File: src/rtl/img_mem_pkg.sv
// Shared constants, owner encoding and pipeline tag for the image memory arbiter.
package img_mem_pkg;

    localparam int ADDR_W    = 15;
    localparam int DATA_W    = 8;
    localparam int MEM_DEPTH = 32761;   // 181 * 181 RGB332 pixels
    localparam logic [3:0] STARVE_LIM = 4'd8;

    // Who owns a memory slot; OWN_CLI marks client reads that return data.
    typedef enum logic [1:0] {
        OWN_NONE = 2'd0,
        OWN_VGA  = 2'd1,
        OWN_CLI  = 2'd2
    } owner_e;

    // Travels alongside an access so the returning mem_rdata reaches the right requester.
    typedef struct packed {
        owner_e owner;
        logic   err;     // out-of-range client access
        logic   steal;   // client took a slot the VGA path wanted
    } tag_t;

    function automatic logic addr_in_range(input logic [ADDR_W-1:0] addr);
        return int'(addr) < MEM_DEPTH;
    endfunction

endpackage

File: src/rtl/arb_starve_cnt.sv
// Saturating count of cycles a client request has waited; flags when the limit is reached.
import img_mem_pkg::*;

module arb_starve_cnt #(
    parameter logic [3:0] LIMIT = STARVE_LIM
) (
    input  logic clk,
    input  logic rst_n,
    input  logic req,
    input  logic gnt,
    output logic starved
);

    logic [3:0] wait_cnt;

    // Count waiting cycles; any grant or a dropped request restarts the count.
    always_ff @(posedge clk or negedge rst_n) begin
        if (!rst_n) begin
            wait_cnt <= 4'd0;
        end else if (!req || gnt) begin
            wait_cnt <= 4'd0;
        end else if (wait_cnt != 4'hF) begin
            wait_cnt <= wait_cnt + 4'd1;
        end
    end

    assign starved = (wait_cnt == LIMIT);

endmodule

File: src/rtl/img_mem_arbiter.sv
// Arbitrates the single-port image RAM between the VGA sprite path and a client port.
// Slot decision -> registered mem_* -> registered results: two-cycle read latency.
import img_mem_pkg::*;

module img_mem_arbiter #(
    parameter logic [3:0] STARVE = STARVE_LIM
) (
    input  logic              clk,
    input  logic              rst_n,
    input  logic              pix_en,
    input  logic              vga_blank,
    input  logic [ADDR_W-1:0] vga_addr,
    output logic [DATA_W-1:0] vga_data,
    output logic              vga_valid,
    output logic              vga_underrun,
    input  logic              cli_req,
    input  logic              cli_we,
    input  logic [ADDR_W-1:0] cli_addr,
    input  logic [DATA_W-1:0] cli_wdata,
    output logic              cli_gnt,
    output logic [DATA_W-1:0] cli_rdata,
    output logic              cli_rvalid,
    output logic              cli_err,
    output logic [ADDR_W-1:0] mem_addr,
    output logic              mem_we,
    output logic [DATA_W-1:0] mem_wdata,
    input  logic [DATA_W-1:0] mem_rdata
);

    logic vga_req;
    logic cli_oob;
    logic starved;
    tag_t tag_nxt;
    tag_t tag_q;

    arb_starve_cnt #(
        .LIMIT (STARVE)
    ) u_starve (
        .clk     (clk),
        .rst_n   (rst_n),
        .req     (cli_req),
        .gnt     (cli_gnt),
        .starved (starved)
    );

    // Slot decision: a starved client steals, otherwise active-video VGA wins, else the client.
    // NOTE: every signal written here gets a default first so no latch can be inferred.
    always_comb begin
        vga_req = pix_en & ~vga_blank;
        cli_oob = ~addr_in_range(cli_addr);
        cli_gnt = cli_req & (starved | ~vga_req);
        tag_nxt = '0;
        if (cli_gnt) begin
            tag_nxt.owner = cli_we ? OWN_NONE : OWN_CLI;
            tag_nxt.err   = cli_oob;
            tag_nxt.steal = vga_req;
        end else if (vga_req) begin
            tag_nxt.owner = OWN_VGA;
        end
    end

    // Issue stage: register the winning access onto the memory port and launch its tag.
    // NOTE: non-blocking assignments so every flop samples pre-edge values regardless of order.
    always_ff @(posedge clk or negedge rst_n) begin
        if (!rst_n) begin
            mem_addr  <= '0;
            mem_we    <= 1'b0;
            mem_wdata <= '0;
            tag_q     <= '0;
        end else begin
            tag_q  <= tag_nxt;
            mem_we <= 1'b0;
            if (cli_gnt) begin
                mem_addr <= cli_oob ? '0 : cli_addr;
                mem_we   <= cli_we & ~cli_oob;
                if (cli_we && !cli_oob) begin
                    mem_wdata <= cli_wdata;
                end
            end else if (vga_req) begin
                mem_addr <= vga_addr;
            end
        end
    end

    // Return stage: steer mem_rdata to its owner using the tag issued one cycle earlier.
    always_ff @(posedge clk or negedge rst_n) begin
        if (!rst_n) begin
            vga_data     <= '0;
            vga_valid    <= 1'b0;
            vga_underrun <= 1'b0;
            cli_rdata    <= '0;
            cli_rvalid   <= 1'b0;
            cli_err      <= 1'b0;
        end else begin
            vga_valid    <= (tag_q.owner == OWN_VGA);
            cli_rvalid   <= (tag_q.owner == OWN_CLI);
            cli_err      <= tag_q.err;
            vga_underrun <= tag_q.steal;
            if (tag_q.owner == OWN_VGA) begin
                vga_data <= mem_rdata;
            end
            if (tag_q.owner == OWN_CLI) begin
                cli_rdata <= tag_q.err ? '0 : mem_rdata;
            end
        end
    end

endmodule

File: config.mk
export PLATFORM = sky130hd
export DESIGN_NAME = img_mem_arbiter
export DESIGN_NICKNAME = d
export VERILOG_FILES = /design/src/rtl/img_mem_pkg.sv /design/src/rtl/arb_starve_cnt.sv /design/src/rtl/img_mem_arbiter.sv
export SDC_FILE = /design/constraint.sdc
export NUM_CORES = 1
export LEC_CHECK = 0
export BUFFER_PORTS_ARGS = -buffer_cell sky130_fd_sc_hd__buf_2
export CAP_MARGIN = 10
export CORE_AREA = 4 4 74 76
export DETAILED_ROUTE_END_ITERATION = 12
export DIE_AREA = 0 0 78 80
export HOLD_SLACK_MARGIN = 0.06
export PLACE_DENSITY = 0.87
export SETUP_SLACK_MARGIN = 0.2
export SLEW_MARGIN = 20
export SYNTH_ARGS = -nofsm -noshare
export SYNTH_HDL_FRONTEND = slang
export SYNTH_SLANG_ARGS = --single-unit
File: constraint.sdc
create_clock -name clk -period 4.15 [get_ports clk]
set_clock_uncertainty 0.1 [all_clocks]
set_input_delay 0.83 -clock clk [delete_from_list [all_inputs] [get_ports clk]]
set_output_delay 0.83 -clock clk [all_outputs]
set_load 0.02 [all_outputs]
==> After elaboration in Yosys (flattened, before gate mapping) <==
Index checks and enable logic that the tools add are counted.
{ "word_totals": {"register_bits": 52, "latch_bits": 0, "mem_bits_rw": 0, "mem_bits_ro": 0, "in_bits": 52, "word_cells": 43, "n_memories": 0} }
{ "op_classes": {"add_sub_neg": 1, "mul": 0, "div": 0, "magnitude_cmp": 1, "n_eq_ne": 4, "shift": 0, "muxes": 11, "bitwise_logic": 7, "n_reduce_logical": 6} }
{ "ops": {"columns": ["cell", "n"], "rows": [
  ["two-way mux 15 bit", 3],
  ["less-than comparator 15 bit, second input constant", 1],
  ["two-way mux 4 bit", 2],
  ["two-way mux 8 bit", 1],
  ["two-way mux 2 bit", 3],
  ["adder 4 x 1 -> 4 bit, second input constant", 1],
  ["equality test 4 bit, second input constant", 1],
  ["inequality test 4 bit, second input constant", 1],
  ["nonzero test 2 bit", 2],
  ["AND 1 bit", 3],
  ["NOT 1 bit", 3],
  ["equality test 2 x 1 -> 1 bit, second input constant", 1],
  ["equality test 2 bit, second input constant", 1],
  ["two-way mux 1 bit", 2],
  ["AND reduction 2 bit", 1],
  ["logical AND 1 bit", 1],
  ["logical NOT 1 bit", 1],
  ["logical OR 1 bit", 1],
  ["OR 1 bit", 1]
]} }

==> Longest topological paths before layout <==
Gate-level depths: netlist of the first run.
{ "depth": {"word_depth": 7, "depth_mapped": 8, "mapped_depth_nobuf": 7} }

==> Hierarchy <==
From an unflattened synthesis of the first run, not the netlist that was laid out.
{ "hier_totals": {"hier_cells": 186, "area_unflattened_um2": 2184.6} }
{ "modules_own_cells": {"columns": ["module", "n_inst", "cells_per_inst", "area_per_inst_um2", "seq_area_each_um2"], "rows": [
  ["img_mem_arbiter", 1, 161, 1934.4, 1201.2],
  ["arb_starve_cnt", 1, 25, 250.2, 100.1]
]} }

==> Worst setup path after synthesis of the first run <==
No wires, ideal clock.
{ "synth_path": {"path_kind": "input port to output port", "from": "input vga_blank", "to": "output cli_gnt", "arrival_time_ns": 1.510, "required_ns": 3.220, "path_slack_ns": 1.710, "cell_stages": 3, "cell_sequence": "nand2b_1 > o21ai_2 > inv_1"} }
{ "synth_via": {"elab_chain_len": 5} }
{ "synth_rtl": {"columns": ["item", "line", "text"], "rows": [
  ["from (decl)", "img_mem_arbiter.sv:11", "input logic vga_blank,"],
  ["NOT 1 bit", "img_mem_arbiter.sv:49", "vga_req = pix_en & ~vga_blank;"],
  ["AND 1 bit", "img_mem_arbiter.sv:49", null],
  ["NOT 1 bit", "img_mem_arbiter.sv:51", "cli_gnt = cli_req & (starved | ~vga_req);"],
  ["OR 1 bit", "img_mem_arbiter.sv:51", null],
  ["AND 1 bit", "img_mem_arbiter.sv:51", null],
  ["to (decl)", "img_mem_arbiter.sv:20", "output logic cli_gnt,"]
]} }
No other way between the ends.

==> Worst setup path after layout of the first run <==
{ "layout_path": {"from": "register u_starve.wait_cnt[0]", "to": "output cli_gnt"} }
{ "layout_via": {"elab_chain_len": 3} }
{ "layout_rtl": {"columns": ["item", "line", "text"], "rows": [
  ["from (decl)", "arb_starve_cnt.sv:14", "logic [3:0] wait_cnt;"],
  ["from (signal assigned)", "arb_starve_cnt.sv:23", "wait_cnt <= wait_cnt + 4'd1;"],
  ["equality test 4 bit", "arb_starve_cnt.sv:27", "assign starved = (wait_cnt == LIMIT);"],
  ["OR 1 bit", "img_mem_arbiter.sv:51", null],
  ["AND 1 bit", "img_mem_arbiter.sv:51", null]
]} }
No other way between the ends.

==> flow_summary.toml, run 1 <==
[outcome]
status = "finished clean"

[final_layout]
area_growth_syn_to_layout_pct = 30.49
multi_input_area_sq_um = 763.2
final.fill_count = 403
seq_area_sq_um = 1301
design.final.nets = 335
drive_above_1_share_pct = 43.62
n_antenna_cell = 0

[floorplan]
die_x_um = 78
rows = 25
start_util_pct = 45.01
die_area_sq_um = 6240
ios = 97
core_sq_um = 4723
fp.dieH_um = 80

[synthesis]
synth_cell_types = 26
yosysTopAreaCell = "dfrtp_1"
synth_ff_type = "dfrtp_1"
ys_seq_area_share_pct = 61.21
synthTopCellsByArea = "dfrtp_1 (61%), mux2_4 (5.7%), o22ai_1 (4.4%)"
ys_async_sr_fraction_pct = 100.0
synth_warnings = 0
synth_top_area_share_pct = 61.21
synth.avg_cell_area_sq_um = 11.55
syn_nets = 238
syn_inst = 184
ys_ff_latch = 52
synth-edff-count = 0
synthTopCellsByCount = "dfrtp_1 (52), nor2_1 (23), a21oi_1 (15), o22ai_1 (15), nand2b_1 (12)"
synth_most_common_cell = "dfrtp_1"
netlist_area_sq_um = 2126

[timing]
worst_slack_ns = 1.441
worst_slew_pin_slew_ns = 0.6160
setup_viol = 0
rsz0062_at_grt = "no"
period_needed_ns = 2.709
hold_viol_final = 0
report.final.slew_viol_count = 0
tns_ns = 0
slew_headroom_pct = 58.93
max_freq_mhz = 369.2
finalCritPeriodShare_pct = 65.27

[setup_path]
r2r-start = "u_starve.wait_cnt[0]"
required_ns = 3.22
cp-endpoint = "cli_gnt"
cp.arrival_ns = 1.78
reg2reg_depth = 8
start_kind = "flop"
worst-r2r-setup-slack_ns = 2.06
critical_path.max_fanout = 19
cp-end-kind = "primary output"
crit_start = "u_starve.wait_cnt[0]"
path_class = "flop to primary output"
r2r_end = "mem_wdata[0]"

[drt]
wl_um = 4667
drc = 0
drt_iter0_markers = 54
wl_per_cell_um = 13.37
drt_first_pass_iters = 4
vias_per_cell = 4.871
ant_nets = 0
vias = 1700

[cts]
cts_inserted_buffers = 5
path_clk_slew_ns = 0.09
cts_setup_buffers = 0
cts_tree = "built"
ctsResizeCount = 0
cts_root_buffer = "clkbuf_8"
cts.path.max_buffers = 2
h-tree-depth = 2
clock_latency_ns = 0.29
cts.sinks = 52
hold_buffers = 0

[flow_run]
drv_cap = 0

[global_routing]
grt_pass1_vias = 1662
grt_pass1_wl_um = 7624
grt_overflow = 0
track_usage_pct = 15.21
grt_max_degree = 53
antenna_found_initial = 0

[power_and_ir_drop]
irDropWorstVdd_uv = 170.3
p_leak_uw = 0.001408
p_per_area_nw_per_um2 = 434.7

[placement]
finalWeightedCongestion = 0.8213
dp.final_hpwl_um = 3532
portBuffers = 96
dpl_worst_slack_ns = 1.417

[min_path]
hp-class = "flop to flop"
==> placed cells by master, fill, tap and decap left out, types with 2 or more instances in the layout <==
cell	n
ha_1	2
clkbuf_8	5
nor3_1	3
o22ai_1	15
mux2_4	8
nand2_1	10
buf_4	2
nand2b_1	12
mux2_2	8
nor2_1	23
a21oi_1	15
o21ai_0	8
nand4_1	3
nand3_1	2
dfrtp_1	52
buf_2	96
inv_1	6
==> power by group <==
group          leakage [uW]  switching [uW]  internal [uW]  total, uW
sequential         0.000628            32.1            569        601
combinational      0.000725             163            112        275
clock             0.0000552             152            179        331
==> layout make-up <==
class,instances,share of cell area (%)
Clock buffer,6,2.616
Clock inverter,2,1.263
Inverter,6,0.8119
Multi-Input combinational cell,118,27.51
Sequential cell,52,46.91
Tap cell,67,3.022
Timing Repair Buffer,98,17.86
==> worst min-delay path by stage <==
stage	start	end	slack, ns	cells past startpoint
6_report	tag_q[0]	vga_underrun	0.26	0
5_1_grt	tag_q[0]	vga_underrun	0.28	0
4_1_cts	tag_q[0]	vga_underrun	0.26	0
3_5_place_dp	tag_q[0]	vga_underrun	0.24	0
3_3_place_gp	tag_q[0]	vga_underrun	0.23	0
2_1_floorplan	tag_q[0]	vga_underrun	0.23	0
==> per-layer routing <==
| layer | up-vias | part of all wire [%] | track usage [%] |
|---|---|---|---|
| li1 | 825 | - | - |
| met1 | 810 | 42 | 19.43 |
| met2 | 63 | 50 | 25.26 |
| met5 | - | 0 | 0 |
| met3 | 2 | 6.9 | 4.289 |
| met4 | 0 | 0.28 | 4.371 |
==> critical path, cell delays in order, from the launching register on <==
cell     delay, ns
dfrtp_1       0.43
inv_1         0.06
ha_1          0.18
and3b_1       0.21
o21ai_2       0.11
buf_4         0.23
inv_1         0.09
buf_2         0.17
==> state kept, by name, summed over array words and instances (netlist names) <==
register,flops
cli_rdata,8
tag_q,4
u_starve.wait_cnt,4
vga_data,8
mem_addr,15
vga_valid,1
vga_underrun,1
cli_err,1
mem_we,1
mem_wdata,8
cli_rvalid,1
==> stage by stage <==
step / utilization, % / power (uW) / hold WS (ns) / instances / cell area (sq um)
final: 58.73 / 1206 / 0.2611 / 349 / 2774
after floorplan: - / 770.1 / 0.2312 / 184 / 2126
after global placement: 56.45 / 881.0 / 0.2342 / 341 / 2666
after CTS: 58.73 / 1222 / 0.2626 / 349 / 2774
after global routing: 58.73 / 1275 / 0.2754 / 349 / 2774
after detailed placement: 56.45 / 889.0 / 0.2409 / 341 / 2666
==> cells by family (layout without fill, tap and decap cells) <==
| group | after synthesis | in the layout | share of synthesized area [%] |
|---|---|---|---|
| AOI/OAI and AO/OA | 41 | 41 | 10.89 |
| xor gates and xnor gates | 1 | 1 | 0.4121 |
| and+or+nand+nor | 57 | 57 | 13.07 |
| adders and majority gates | 2 | 2 | 1.177 |
| DFF | 52 | 52 | 61.21 |
| muxes | 17 | 17 | 10.36 |
| buffers and inverters | 14 | 112 | 2.884 |
No activity file was read; power rests on OpenSTA's default activity.
==> inputs of run 2 (changes only) <==
==> constraint.sdc (replaced) <==
create_clock -name clk -period 2.8 [get_ports clk]
set_clock_uncertainty 0.1 [all_clocks]
set_input_delay 0.56 -clock clk [delete_from_list [all_inputs] [get_ports clk]]
set_output_delay 0.56 -clock clk [all_outputs]
set_load 0.02 [all_outputs]
==> flow_summary.toml, run 2 (synthesized netlist as in run 1, its figures left out) <==
[outcome]
status = "finished clean"

[timing]
worst_slew_pin_slew_ns = 0.5739
report.final.slew_viol_count = 0
tns_ns = 0
period_needed_ns = 2.209
rsz0062_at_grt = "no"
setup_viol = 0
whs_ns = 0.2491
max_freq_mhz = 452.7
slew_headroom_pct = 61.74
hold_viol_final = 0
finalCritPeriodShare_pct = 78.88

[drt]
drt_first_pass_iters = 4
vias_per_cell = 4.906
ant_nets = 0
vias = 1717
wl_um = 4678
drc = 0
drt_iter0_markers = 65
wl_per_cell_um = 13.37

[final_layout]
design_area_sq_um = 2813
final.fill_count = 410
design.final.nets = 337
final_common_cell = "buf_2"
final_cell_mix = "buf_2 (96), dfrtp_1 (52), nor2_1 (23)"
area_growth_syn_to_layout_pct = 32.31
regMostFlops = "mem_addr"
n_antenna_cell = 0
drive_above_1_share_pct = 43.82
largest_reg_flops = 15

[setup_path]
slowest_delay_ns = 0.43
worstPathCellList = "inv_1 -> ha_1 -> and3b_1 -> o21ai_2 -> inv_1 -> buf_2"
critPathSlowestCell = "dfrtp_1"
cp-end-kind = "primary output"
reg2reg_depth = 7
crit_start = "u_starve.wait_cnt[0]"
required_ns = 2.14
start_kind = "flop"
critical_path.max_fanout = 5
cp-endpoint = "cli_gnt"
path_common_cell = "inv_1"
cp.arrival_ns = 1.55
worst-r2r-setup-slack_ns = 0.94
r2r_end = "mem_wdata[4]"
r2r-start = "u_starve.wait_cnt[0]"
path_class = "flop to primary output"

[cts]
path_clk_slew_ns = 0.09
cts_root_buffer = "clkbuf_8"
cts.path.max_buffers = 2
cts_tree = "built"
cts.sinks = 52
cts_setup_buffers = 0
hold_buffers = 1
ctsResizeCount = 0
clock_latency_ns = 0.29
h-tree-depth = 2
cts_inserted_buffers = 5

[power_and_ir_drop]
combPwrFrac_pct = 21.7
irDropWorstVdd_uv = 324.8
p_clk_share_pct = 30.6
cell_internal_pwr_uw = 1361
p_per_area_nw_per_um2 = 664.6
p_sw_uw = 508.2
p_leak_uw = 0.001426
seq_power_share_pct = 47.6
swShare_pct = 27.19

[global_routing]
grt_max_degree = 39
grt_overflow = 0
track_usage_pct = 15.41
grt_pass1_wl_um = 7548
antenna_found_initial = 0
grt_pass1_vias = 1675

[placement]
portBuffers = 96
dp.final_hpwl_um = 3582
finalWeightedCongestion = 0.7842
place_area_sq_um = 2674

[floorplan]
core_sq_um = 4723
die_x_um = 78
die_area_sq_um = 6240
start_util_pct = 45.01
ios = 97
rows = 25
fp.dieH_um = 80

[flow_run]
drv_cap = 0

[min_path]
hp-class = "flop to flop"
## run 2: metal layers
layer | part of all wire, % | up-vias | GRT usage (%)
met1 | 40 | 794 | 18.53
met5 | 0 | - | 0
li1 | - | 841 | -
met4 | 0.71 | 0 | 4.371
met2 | 49 | 78 | 26.28
met3 | 9.7 | 4 | 5.305
## run 2: worst max-delay path, delay by kind of cell, from the launching register on
kind / cells / cell delay, ns
AO/OA/AOI/OAI: 1 / 0.13
AND/OR/NAND/NOR: 1 / 0.21
flip-flops: 1 / 0.43
adder cells (fa/ha/maj): 1 / 0.19
buffers and inverters: 3 / 0.29
## run 2: final cells by class
type / count / area, sq um / share of cell area (%)
flip-flops and latches: 52 / 1301 / 46.26
multi-input cells: 118 / 763.2 / 27.14
repair buffers: 100 / 513.0 / 18.24
well taps: 67 / 83.83 / 2.980
clock buffers: 5 / 68.82 / 2.447
clock inverters: 2 / 60.06 / 2.135
inverters: 6 / 22.52 / 0.8007
## run 2: power groups by stage
stage | Clock [uW] | Combinational, uW | Sequential [uW]
global route | 618 | 441 | 906
global placement | 0 | 404 | 902
floorplan | 0 | 124 | 1020
CTS | 587 | 412 | 891
finish | 573 | 406 | 890
detailed placement | 0 | 412 | 905
## run 2: metrics by stage
stage / std cells / setup WS (ns) / total power, uW / util (%)
floorplan: 184 / 0.6753 / 1141 / -
global placement: 342 / 0.7158 / 1305 / 56.61
detailed placement: 342 / 0.6714 / 1316 / 56.61
CTS: 350 / 0.5781 / 1891 / 59.55
global route: 350 / 0.4377 / 1965 / 59.55
finish: 350 / 0.5913 / 1869 / 59.55
## run 2: worst min path at each step
stage	to	cells past startpoint	startpoint	slack, ns
2_1_floorplan	cli_err	0	rst_n	0.16
3_3_place_gp	vga_underrun	0	tag_q[0]	0.23
3_5_place_dp	vga_underrun	0	tag_q[0]	0.24
4_1_cts	vga_underrun	0	tag_q[0]	0.25
5_1_grt	vga_underrun	0	tag_q[0]	0.26
6_report	vga_underrun	0	tag_q[0]	0.25
==> inputs of run 3 (changes only) <==
--- a/config.mk
+++ b/config.mk
@@ -7,11 +7,11 @@
 export LEC_CHECK = 0
 export BUFFER_PORTS_ARGS = -buffer_cell sky130_fd_sc_hd__buf_2
 export CAP_MARGIN = 10
-export CORE_AREA = 4 4 74 76
+export CORE_AREA = 4 4 77 79
 export DETAILED_ROUTE_END_ITERATION = 12
-export DIE_AREA = 0 0 78 80
+export DIE_AREA = 0 0 81 83
 export HOLD_SLACK_MARGIN = 0.06
-export PLACE_DENSITY = 0.87
+export PLACE_DENSITY = 0.84
 export SETUP_SLACK_MARGIN = 0.2
 export SLEW_MARGIN = 20
 export SYNTH_ARGS = -nofsm -noshare
==> constraint.sdc (replaced) <==
create_clock -name clk -period 1.8 [get_ports clk]
set_clock_uncertainty 0.1 [all_clocks]
set_input_delay 0.36 -clock clk [delete_from_list [all_inputs] [get_ports clk]]
set_output_delay 0.36 -clock clk [all_outputs]
set_load 0.02 [all_outputs]
==> flow_summary.toml, run 3 (synthesized netlist as in run 1, its figures left out) <==
[outcome]
status = "finished, violations left"
violations = "setup timing"

[floorplan]
die_x_um = 81
fp.dieH_um = 83
die_area_sq_um = 6723
rows = 27
core_sq_um = 5338
ios = 97
start_util_pct = 39.83

[setup_path]
required_ns = 1.34
worstPathCellList = "inv_1 -> ha_2 -> and3b_2 -> o21ai_4 -> inv_2 -> buf_6"
cp.arrival_ns = 1.41
critical_path.max_fanout = 2
path_class = "flop to primary output"
reg2reg_depth = 9
worst-r2r-setup-slack_ns = -0.05
start_kind = "flop"
critPathSlowestCell = "dfrtp_1"
slowest_delay_ns = 0.35
cp-end-kind = "primary output"
r2r_end = "mem_addr[7]"
r2r-start = "u_starve.wait_cnt[0]"

[final_layout]
drive_above_1_share_pct = 51.00
final.fill_count = 480
final_cell_mix = "buf_2 (95), dfrtp_1 (52), nor2_1 (23)"
area_growth_syn_to_layout_pct = 42.67
utilization_pct = 56.82
multi_input_area_sq_um = 852.1
final_common_cell = "buf_2"
seq_area_sq_um = 1301
largest_reg_flops = 15
n_antenna_cell = 0
regMostFlops = "mem_addr"
design_area_sq_um = 3033
design.final.nets = 353

[timing]
max_freq_mhz = 536.1
period_needed_ns = 1.865
slew_headroom_pct = 65.26
whs_ns = 0.1533
rsz0062_at_grt = "yes"
worst_slack_ns = -0.06528
setup_viol = 14
hold_viol_final = 0
finalCritPeriodShare_pct = 103.6
worst_slew_pin_slew_ns = 0.5211
report.final.slew_viol_count = 0

[drt]
drt_first_pass_iters = 4
vias = 1811
drt_iter0_markers = 71
drc = 0
wl_um = 5231
ant_nets = 0
wl_per_cell_um = 14.06
vias_per_cell = 4.868

[global_routing]
use_met2_pct = 25.62
use_met3_pct = 4.230
grt_pass1_wl_um = 8376
busiest_layer = "met2"
track_usage_pct = 15.68
grt_max_degree = 53
antenna_found_initial = 0
use_met1_pct = 20.72
grt_overflow = 0
grt_pass1_vias = 1798

[flow_run]
drv_cap = 0

[min_path]
hold_end = "tag_q[3]"
min_from = "cli_we"
hp-class = "primary input to flop"
hold_depth = 2

[power_and_ir_drop]
p_per_area_nw_per_um2 = 905.5
total_power_uw = 2746
irDropWorstVdd_uv = 535.2
p_leak_uw = 0.001525

[cts]
cts_root_buffer = "clkbuf_8"
cts_inserted_buffers = 5
path_clk_slew_ns = 0.09
cts_tree = "built"
cts.path.max_buffers = 2
clock_latency_ns = 0.30
h-tree-depth = 2
cts.sinks = 52

[placement]
portBuffers = 96
dp.final_hpwl_um = 3705
finalWeightedCongestion = 0.7270
place_area_sq_um = 2784
==> run 3: changes by cell type in the layout (fill, tap and decap cells not counted), moves of 2 or more <==
| cell | before | now |
|---|---|---|
| o22ai_2 | 0 | 9 |
| nor3_1 | 3 | 1 |
| bufinv_16 | 2 | 0 |
| buf_4 | 3 | 15 |
| nor3_2 | 0 | 2 |
| clkbuf_1 | 0 | 2 |
| o22ai_1 | 15 | 6 |
| buf_12 | 0 | 2 |
==> run 3: area by class of cell <==
type	instances	share of cell area [%]
clock buffers	8	2.970
inverters	6	0.7426
multi-input cells	119	28.09
flip-flops and latches	52	42.90
well taps	72	2.970
repair buffers	115	22.32
==> run 3: how the worst max path moves through the flow <==
stage                                     from      endpoint  slack (ns)
final                     u_starve.wait_cnt[0]       cli_gnt       -0.07
after detailed placement           cli_addr[7]  mem_wdata[1]       -0.13
after CTS                 u_starve.wait_cnt[1]       cli_gnt       -0.09
after global routing      u_starve.wait_cnt[0]       cli_gnt       -0.14
after floorplan           u_starve.wait_cnt[0]  mem_wdata[0]       -0.17
after global placement             cli_addr[7]  mem_wdata[2]       -0.08
==> run 3: repair_timing <==
| item | 4_1_cts | 5_1_grt |
|---|---|---|
| pin swaps | 10 | 0 |
| buffers inserted | 5 | 0 |
| cloned | 2 | 0 |
| hold buffers | 1 | 0 |
| endpoints found under the hold margin | 52 | 0 |
| endpoints found under the setup margin | 21 | 27 |
| gates resized for setup | 13 | 2 |
==> run 3: metrics by stage <==
stage / setup TNS (ns) / instances / setup slack, ns
3_5_place_dp: -0.9921 / 356 / -0.1279
2_1_floorplan: -1.386 / 184 / -0.1732
4_1_cts: -0.5570 / 372 / -0.08526
6_report: -0.4691 / 372 / -0.06528
5_1_grt: -1.655 / 372 / -0.1382
3_3_place_gp: -0.6696 / 356 / -0.08389
==> run 3: routing by layer <==
| metal | vias to the layer above | wire length [um] |
|---|---|---|
| li1 | 869 | - |
| met1 | 859 | 2232 |
| met2 | 77 | 2532 |
| met3 | 6 | 426 |
| met4 | 0 | 40 |
| met5 | - | 0 |
==> run 3: report_power, final <==
group          total (uW)  internal (uW)  switching (uW)
logic                 692            300             393
clock network         666            314             352
registers            1390           1310            76.5
==> run 3: critical path: cells and delay by family, from the launching register on <==
kind	cells	cell delay (ns)
buf+inv	3	0.24
simple gates	1	0.22
flops	1	0.35
fa+ha+maj	1	0.16
compound gates	1	0.14
